`src/rtl/cache_ctrl_pkg.sv`:
```
// Shared types and widths for the direct-mapped cache controller.
// The optional statistics counters are enabled with CACHE_CTRL_STATS_EN.
package cache_ctrl_pkg;

  localparam int unsigned ADDR_W  = 4;
  localparam int unsigned DATA_W  = 32;
  localparam int unsigned INDEX_W = 2;
  localparam int unsigned TAG_W   = ADDR_W - INDEX_W;
  localparam int unsigned LINE_W  = DATA_W + TAG_W + 2;
  localparam int unsigned CNT_W   = 16;

  typedef enum logic [1:0] {
    IDLE      = 2'd0,
    COMPARE   = 2'd1,
    WRITEBACK = 2'd2,
    ALLOCATE  = 2'd3
  } state_e;

  typedef struct packed {
    logic              valid;
    logic              dirty;
    logic [TAG_W-1:0]  tag;
    logic [DATA_W-1:0] data;
  } line_t;

  // Builds a valid line; dirty distinguishes CPU writes from memory fills.
  function automatic line_t make_line(input logic dirty, input logic [TAG_W-1:0] tag,
                                      input logic [DATA_W-1:0] data);
    line_t l;
    l.valid = 1'b1;
    l.dirty = dirty;
    l.tag   = tag;
    l.data  = data;
    return l;
  endfunction

endpackage

```
`src/rtl/cache_ctrl_stats.sv`:
```
// Saturating hit / miss / write-back counters for the cache controller.
module cache_ctrl_stats
  import cache_ctrl_pkg::*;
(
  input  logic             clock,
  input  logic             i_rst,
  input  logic             hit_inc,
  input  logic             miss_inc,
  input  logic             wb_inc,
  output logic [CNT_W-1:0] hit_cnt,
  output logic [CNT_W-1:0] miss_cnt,
  output logic [CNT_W-1:0] wb_cnt
);

  logic [CNT_W-1:0] hit_cnt_q, hit_cnt_d;
  logic [CNT_W-1:0] miss_cnt_q, miss_cnt_d;
  logic [CNT_W-1:0] wb_cnt_q, wb_cnt_d;

  // Each counter sticks at all-ones instead of wrapping.
  always_comb begin
    hit_cnt_d  = hit_cnt_q;
    miss_cnt_d = miss_cnt_q;
    wb_cnt_d   = wb_cnt_q;
    if (hit_inc && (hit_cnt_q != '1))   hit_cnt_d  = hit_cnt_q + CNT_W'(1);
    if (miss_inc && (miss_cnt_q != '1)) miss_cnt_d = miss_cnt_q + CNT_W'(1);
    if (wb_inc && (wb_cnt_q != '1))     wb_cnt_d   = wb_cnt_q + CNT_W'(1);
  end

  always_ff @(posedge clock) begin
    if (i_rst) begin
      hit_cnt_q  <= '0;
      miss_cnt_q <= '0;
      wb_cnt_q   <= '0;
    end else begin
      hit_cnt_q  <= hit_cnt_d;
      miss_cnt_q <= miss_cnt_d;
      wb_cnt_q   <= wb_cnt_d;
    end
  end

  assign hit_cnt  = hit_cnt_q;
  assign miss_cnt = miss_cnt_q;
  assign wb_cnt   = wb_cnt_q;

endmodule

```
`src/rtl/cache_ctrl.sv`:
```
// Write-back / write-allocate sequencer for a 4-line direct-mapped cache array.
// Define CACHE_CTRL_STATS_EN to add the hit_cnt / miss_cnt / wb_cnt outputs.
module cache_ctrl
  import cache_ctrl_pkg::*;
(
  input  logic              clock,
  input  logic              i_rst,
  input  logic              cpu_req,
  input  logic              cpu_we,
  input  logic [ADDR_W-1:0] cpu_addr,
  input  logic [DATA_W-1:0] cpu_wdata,
  output logic              cpu_busy,
  output logic              cpu_done,
  output logic [DATA_W-1:0] cpu_rdata,
  output logic [INDEX_W-1:0] cache_address,
  output logic              cache_rden,
  output logic              cache_wren,
  output logic [LINE_W-1:0] cache_data,
  input  logic [LINE_W-1:0] cache_q,
  output logic              mem_req,
  output logic              mem_we,
  output logic [ADDR_W-1:0] mem_addr,
  output logic [DATA_W-1:0] mem_wdata,
  input  logic              mem_ack,
  input  logic [DATA_W-1:0] mem_rdata
`ifdef CACHE_CTRL_STATS_EN
  ,
  output logic [CNT_W-1:0]  hit_cnt,
  output logic [CNT_W-1:0]  miss_cnt,
  output logic [CNT_W-1:0]  wb_cnt
`endif
);

  state_e              state_q, state_d;
  logic                req_we_q, req_we_d;
  logic [ADDR_W-1:0]   req_addr_q, req_addr_d;
  logic [DATA_W-1:0]   req_wdata_q, req_wdata_d;
  line_t               victim_q, victim_d;
  logic                cpu_busy_q, cpu_busy_d;
  logic                cpu_done_q, cpu_done_d;
  logic [DATA_W-1:0]   cpu_rdata_q, cpu_rdata_d;
  logic                mem_req_q, mem_req_d;
  logic                mem_we_q, mem_we_d;
  logic [ADDR_W-1:0]   mem_addr_q, mem_addr_d;
  logic [DATA_W-1:0]   mem_wdata_q, mem_wdata_d;

  line_t               q_line;
  line_t               wr_line;
  logic [INDEX_W-1:0]  req_idx;
  logic [TAG_W-1:0]    req_tag;
  logic                hit_c;

  assign q_line  = cache_q;
  assign req_idx = req_addr_q[INDEX_W-1:0];
  assign req_tag = req_addr_q[ADDR_W-1:INDEX_W];
  assign hit_c   = q_line.valid && (q_line.tag == req_tag);

  // Next state, array strobes and next values of the registered outputs.
  always_comb begin
    state_d       = state_q;
    req_we_d      = req_we_q;
    req_addr_d    = req_addr_q;
    req_wdata_d   = req_wdata_q;
    victim_d      = victim_q;
    cpu_done_d    = 1'b0;
    cpu_rdata_d   = cpu_rdata_q;
    cache_address = '0;
    cache_rden    = 1'b0;
    cache_wren    = 1'b0;
    wr_line       = '0;

    unique case (state_q)
      IDLE: begin
        if (cpu_req) begin
          req_we_d    = cpu_we;
          req_addr_d  = cpu_addr;
          req_wdata_d = cpu_wdata;
          state_d     = COMPARE;
        end
      end
      COMPARE: begin
        cache_address = req_idx;
        // The array read is combinational, so a write hit can drop rden in the same cycle.
        if (hit_c) begin
          cpu_done_d = 1'b1;
          state_d    = IDLE;
          if (req_we_q) begin
            cache_wren = 1'b1;
            wr_line    = make_line(1'b1, req_tag, req_wdata_q);
          end else begin
            cache_rden  = 1'b1;
            cpu_rdata_d = q_line.data;
          end
        end else begin
          cache_rden = 1'b1;
          victim_d   = q_line;
          state_d    = (q_line.valid && q_line.dirty) ? WRITEBACK : ALLOCATE;
        end
      end
      WRITEBACK: begin
        if (mem_ack) state_d = ALLOCATE;
      end
      ALLOCATE: begin
        if (mem_ack) begin
          cache_address = req_idx;
          cache_wren    = 1'b1;
          wr_line       = make_line(1'b0, req_tag, mem_rdata);
          state_d       = COMPARE;
        end
      end
      default: state_d = IDLE;
    endcase

    cache_data = wr_line;

    cpu_busy_d  = (state_d != IDLE);
    mem_req_d   = (state_d == WRITEBACK) || (state_d == ALLOCATE);
    mem_we_d    = (state_d == WRITEBACK);
    mem_addr_d  = '0;
    mem_wdata_d = '0;
    if (state_d == WRITEBACK) begin
      mem_addr_d  = {victim_d.tag, req_idx};
      mem_wdata_d = victim_d.data;
    end else if (state_d == ALLOCATE) begin
      mem_addr_d  = req_addr_q;
    end
  end

  always_ff @(posedge clock) begin
    if (i_rst) begin
      state_q     <= IDLE;
      req_we_q    <= 1'b0;
      req_addr_q  <= '0;
      req_wdata_q <= '0;
      victim_q    <= '0;
      cpu_busy_q  <= 1'b0;
      cpu_done_q  <= 1'b0;
      cpu_rdata_q <= '0;
      mem_req_q   <= 1'b0;
      mem_we_q    <= 1'b0;
      mem_addr_q  <= '0;
      mem_wdata_q <= '0;
    end else begin
      state_q     <= state_d;
      req_we_q    <= req_we_d;
      req_addr_q  <= req_addr_d;
      req_wdata_q <= req_wdata_d;
      victim_q    <= victim_d;
      cpu_busy_q  <= cpu_busy_d;
      cpu_done_q  <= cpu_done_d;
      cpu_rdata_q <= cpu_rdata_d;
      mem_req_q   <= mem_req_d;
      mem_we_q    <= mem_we_d;
      mem_addr_q  <= mem_addr_d;
      mem_wdata_q <= mem_wdata_d;
    end
  end

  assign cpu_busy  = cpu_busy_q;
  assign cpu_done  = cpu_done_q;
  assign cpu_rdata = cpu_rdata_q;
  assign mem_req   = mem_req_q;
  assign mem_we    = mem_we_q;
  assign mem_addr  = mem_addr_q;
  assign mem_wdata = mem_wdata_q;

`ifdef CACHE_CTRL_STATS_EN
  // refill marks the re-compare after a fill so a request is counted only once.
  logic refill_q, refill_d;
  logic first_cmp, hit_inc, miss_inc, wb_inc;

  always_comb begin
    refill_d = refill_q;
    if (state_q == IDLE)                      refill_d = 1'b0;
    else if ((state_q == ALLOCATE) && mem_ack) refill_d = 1'b1;
  end

  always_ff @(posedge clock) begin
    if (i_rst) refill_q <= 1'b0;
    else       refill_q <= refill_d;
  end

  assign first_cmp = (state_q == COMPARE) && !refill_q;
  assign hit_inc   = first_cmp && hit_c;
  assign miss_inc  = first_cmp && !hit_c;
  assign wb_inc    = first_cmp && !hit_c && q_line.valid && q_line.dirty;

  cache_ctrl_stats u_stats (
    .clock    (clock),
    .i_rst    (i_rst),
    .hit_inc  (hit_inc),
    .miss_inc (miss_inc),
    .wb_inc   (wb_inc),
    .hit_cnt  (hit_cnt),
    .miss_cnt (miss_cnt),
    .wb_cnt   (wb_cnt)
  );
`endif

endmodule

```
`config.mk`:
```
export PLATFORM = sky130hd
export DESIGN_NAME = cache_ctrl
export DESIGN_NICKNAME = d
export VERILOG_FILES = /design/src/rtl/cache_ctrl_pkg.sv /design/src/rtl/cache_ctrl_stats.sv /design/src/rtl/cache_ctrl.sv
export SDC_FILE = /design/constraint.sdc
export NUM_CORES = 1
export LEC_CHECK = 0
export CAP_MARGIN = 20
export CELL_PAD_IN_SITES_DETAIL_PLACEMENT = 2
export CELL_PAD_IN_SITES_GLOBAL_PLACEMENT = 2
export CORE_MARGIN = 10
export CORE_UTILIZATION = 36
export DETAILED_ROUTE_END_ITERATION = 10
export DONT_BUFFER_PORTS = 1
export PLACE_DENSITY_LB_ADDON = 0.1
export SETUP_SLACK_MARGIN = 0.4
export SYNTH_ARGS = -nofsm -noshare
export SYNTH_HDL_FRONTEND = slang
export SYNTH_SLANG_ARGS = --single-unit
```
`constraint.sdc`:
```
create_clock -name clock -period 1.9 [get_ports clock]
set_input_delay 0.38 -clock clock [delete_from_list [all_inputs] [get_ports clock]]
set_output_delay 0.38 -clock clock [all_outputs]
set_load 0.005 [all_outputs]
```
# Yosys cells after proc, flatten, opt, wreduce, memory -nomap -nowiden
# Cells that the tools add are included.
op_classes:
  magnitude_cmp: 0
  n_addsub: 0
  bitwise_logic: 3
  n_reduce_logical: 9
  muxes: 24
  mul: 0
  eq_ne: 6
  n_shift: 0
  div: 0
ops:
  columns: ["cell", "n"]
  rows:
  - ["two-way mux 36 bit", 3]
  - ["case mux 36 bit (2 select lines)", 1]
  - ["two-way mux 34 bit", 2]
  - ["two-way mux 2 bit", 5]
  - ["== test 2 bit, second input constant", 4]
  - ["two-way mux 1 bit", 8]
  - ["two-way mux 4 bit", 2]
  - ["case mux 2 bit (4 select lines)", 1]
  - ["case mux 2 bit (2 select lines)", 1]
  - ["OR reduction 2 bit", 2]
  - ["NOT 1 bit", 3]
  - ["AND reduction 3 bit", 1]
  - ["== test 2 x 1 -> 1 bit, second input constant", 1]
  - ["== test 2 bit", 1]
  - ["logical AND 1 bit", 2]
  - ["zero test 2 bit", 1]
  - ["case mux 1 bit (2 select lines)", 1]
  - ["AND reduction 2 bit", 1]
  - ["nonzero test 2 bit", 1]
  - ["logical OR 1 bit", 1]
totals:
  rom_bits: 0
  out_inout_bits: 112
  inputBits: 109
  ram_bits: 0
  mem_count: 0
  reg_bits: 145
  latchBits: 0

# Logic depth before layout (Yosys ltp)
depth:
  depth_word: 7
  depth_mapped: 8
  depth_no_buf: 5

# Least setup slack after synthesis
# Ideal clock, no wire load.
synth_path:
  path_kind: "register -> output"
  start: "reg req_addr_q[2]"
  end: "out cache_data[14]"
  arrival_ps: 1416
  stages_incl_launch_ff: 6
  required_ps: 1520
  slack_ps: 104
  cell_sequence: "dfxtp_1 -> xnor2_2 -> nand3_2 -> nor3_4 -> buf_4 -> a22o_1"
synth_via:
  elab_chain_cells: 4
synth_rtl:
  columns: ["element", "line_no", "source"]
  rows:
  - ["start, declared", "cache_ctrl.sv:36", "logic [ADDR_W-1:0] req_addr_q, req_addr_d;"]
  - ["start signal, assigned", "cache_ctrl.sv:146", "req_addr_q <= req_addr_d;"]
  - ["== test 2 bit", "cache_ctrl.sv:56", "assign hit_c = q_line.valid && (q_line.tag == req_tag);"]
  - ["logical AND 1 bit", "cache_ctrl.sv:56", null]
  - ["two-way mux 36 bit", "cache_ctrl.sv:84", "if (hit_c) begin"]
  - ["case mux 36 bit (2 select lines)", "cache_ctrl.sv:72", "unique case (state_q)"]
  - ["end, declared", "cache_ctrl.sv:18", "output logic [LINE_W-1:0] cache_data,"]
# Every way passes these cells.

# Worst setup path in the final report
layout_path:
  start: "reg req_addr_q[3]"
  end: "out cache_data[6]"
# The elaborated chain is that of the path after synthesis.

==> results.txt <==
Die X: 144 um
Pleak: 2.62 nW
Final Hold Vio Count: 0
Worst Setup End Kind: output pin
Clock-pin slew on the worst setup and hold paths: 0.06 ns
Share of the synthesized area in the top cell type: 0.522
Total Routing Usage GR: 0.179
Share of layout cells above drive strength 1: 0.204
Failing checks: setup timing
Area Growth Syn to Fin: 30.3%
Final Instance Count excl. Fillers: 792
Synth warnings: 0
Pwr Total: 7.71 mW
Largest net degree at the start of global routing: 144
CTS tree: built
Grt ovf: 0
Root buffer cell: clkbuf_16
WL/cell: 24.8 um
Iter 0 DRT Violations: 164
Fin worst setup slack: -0.254 ns
Startpoint types: flip-flop
Initial core utilization: 0.367
RSZ-0062 raised after global routing: yes
Placed insts: 738
Worst slew pin tran: 0.373 ns
Crit path buf inv count: 2
Die height: 144 um
CTS max path bufs: 2
Antenna viol nets, final: 0
DRC: 0
Leading area contributor after synthesis: dfxtp_1
Min-Delay Path Class: in2reg
Crit path kind: reg2out
Flops & latches, synth: 145
Number of unique standard cell types used by synthesis: 34
Slowest stage delay, CP: 0.35 ns
RePlAce Congestion: 0.807
Mapped Nets: 689
Vias: 4,144
Ant. Diodes: 0
DRT Wirelength: 19.6 mm
CORE AREA: 0.0151 mm2
Rows: 45
Slowest CP cell: dfxtp_2
Synth top area cells: dfxtp_1, mux2i_1, nand2b_1, nand2_1, a22o_1
Final core utilization: 0.478
Max Fanout on Critical Path: 19
Fin nets: 703
Worst Clk Skew: 0.00499 ns
FMAX: 464 MHz
Req. time, crit path: 1.52 ns
Detail Placement HPWL: 12.2 mm
Relative slew slack: 0.750
Port Buf Inserts: 0
Data arrival, critical path: 1.77 ns
Max-cap violations: 0
First drt pass iteration count: 4
Pwr dens: 1060 mW/mm2
Initial antenna violation count: 0
Status: complete, but fails checks
Sequential share of the synthesized area: 0.522
H-tree levels: 4
CP top delay family: flip-flops
VDD IR max: 664 uV
Avg Vias per Cell: 5.23
CTS Sinks: 145
CTS Hold Buffers Added: 0
First-pass GRT wire length: 27.7 mm
Final period util: 1.13
Cell area after synthesis: 0.00556 mm2
Vias in the first global route: 4,526
# IOs: 221
Avg Cell Area, Syn: 9.58 um2
Die area: 0.0208 mm2
Final min period: 2.15 ns
Critical Path, Cell by Cell: xnor2_4, nand3_4, nor3_4, buf_6, buf_12, a22o_1
Slew Limit Fails: 0
Clock insertion delay at the later pin of the skew report: 0.42 ns
Setup_tns: -8.32 ns
Final setup viols: 38
Syn Inst Count: 580
CTS buffer count: 17
metal layers:
metal	up-vias	part of all wire	global-route usage
li1	1953	-	-
met1	2048	0.35	0.180
met2	126	0.53	0.312
met3	17	0.10	0.103
met4	0	0.012	0.0447
met5	-	0	0
worst reg2reg max path, cell delays in order (launching register included):
cell	delay (ns)
dfxtp_2	0.35
xnor2_4	0.22
buf_4	0.15
buf_6	0.10
a31o_4	0.21
buf_12	0.15
buf_16	0.17
mux2i_4	0.26
nor2_1	0.07
path summary, 6_finish.rpt:
path | end | slack [ns] | cells after the start | start
setup / recovery | cache_data[6] | -0.25 | 6 | req_addr_q[3]
hold reg to reg | req_wdata_q[6] | 0.46 | 2 | req_wdata_q[6]
hold / removal | victim_q[13] | 0.04 | 1 | i_rst
setup reg to reg | victim_q[30] | 0.10 | 8 | req_addr_q[3]
cell usage after synthesis (all sizes together):
cell and count:
o21ai 1, a22oi 1, clkbuf 21, buf 24
dfxtp 145, nand3 2, a31oi 2, a21oi 39
a221oi 1, a31o 1, and3 3, o2bb2ai 1
nor2b 4, nand2b 68, and2 2, xnor2 2
nor3 3, inv 4, nor2 70, o32ai 2
a211oi 1, o21a 2, o21bai 1, or2 1
nand2 79, xor2 1, a311oi 1, mux2i 66
a22o 32
report_power, final:
| part | total [mW] | internal (mW) | switching, mW | leakage, nW |
|---|---|---|---|---|
| Clock | 3.11 | 1.88 | 1.23 | 0.262 |
| Combinational | 1.23 | 0.661 | 0.571 | 1.18 |
| Sequential | 3.37 | 3.23 | 0.140 | 1.18 |
layout by cell type (no fill, tap or decap), drive strengths merged:
cell / count
clkinvlp: 1
nor2: 70
a211oi: 1
o2bb2ai: 1
a311oi: 1
nor2b: 4
and3: 3
o21a: 2
nand2b: 68
clkbuf: 26
bufinv: 1
inv: 4
and2: 2
xor2: 1
nand2: 79
buf: 38
o21ai: 1
mux2i: 66
a21oi: 39
xnor2: 2
o32ai: 2
a22o: 32
a31oi: 2
a221oi: 1
dfxtp: 145
a22oi: 1
o21bai: 1
a31o: 1
or2: 1
nor3: 3
clkinv: 3
nand3: 2
metrics by stage:
| step | cell area [um2] | setup WS (ns) | hold slack [ns] |
|---|---|---|---|
| global placement | 5770 | 0.175 | 0.439 |
| global route | 7240 | -0.350 | 0.0141 |
| finish | 7240 | -0.254 | 0.0437 |
| detailed placement | 5770 | 0.130 | 0.450 |
| CTS | 6920 | -0.218 | 0.0200 |
| floorplan | 5630 | 0.122 | 0.437 |
cells by family after synthesis:
kind of cell	Yosys count	share of synthesized area
buffers and inverters	49	0.0484
XOR/XNOR	3	0.00743
flip-flops	145	0.522
AND/OR/NAND/NOR	232	0.198
multiplexers	66	0.119
AO/OA/AOI/OAI	85	0.105
state kept, by name (all words and copies together), names as in the netlist:
name,count
cpu_busy,1
cpu_done,1
cpu_rdata,32
mem_addr,4
mem_req,1
mem_wdata,32
mem_we,1
req_addr_q,4
req_wdata_q,32
req_we_q,1
state_q,2
victim_q,34
final cells by class:
cell class                 count  area (um2)
sequential                   145        2910
inverter                       4        15.0
tap                          188         235
multi-input combinational    386        2910
timing repair buffer          40         633
fill                        1521        7910
clock inverter                 5        56.3
clock buffer                  24         482
timing repair:
action,4_1_cts,5_1_grt
buffers inserted,13,4
resized for setup,69,36
setup endpoints to repair,164,141
pin swaps,11,9
gates cloned,6,2
No activity file was read; power rests on OpenSTA's default activity.
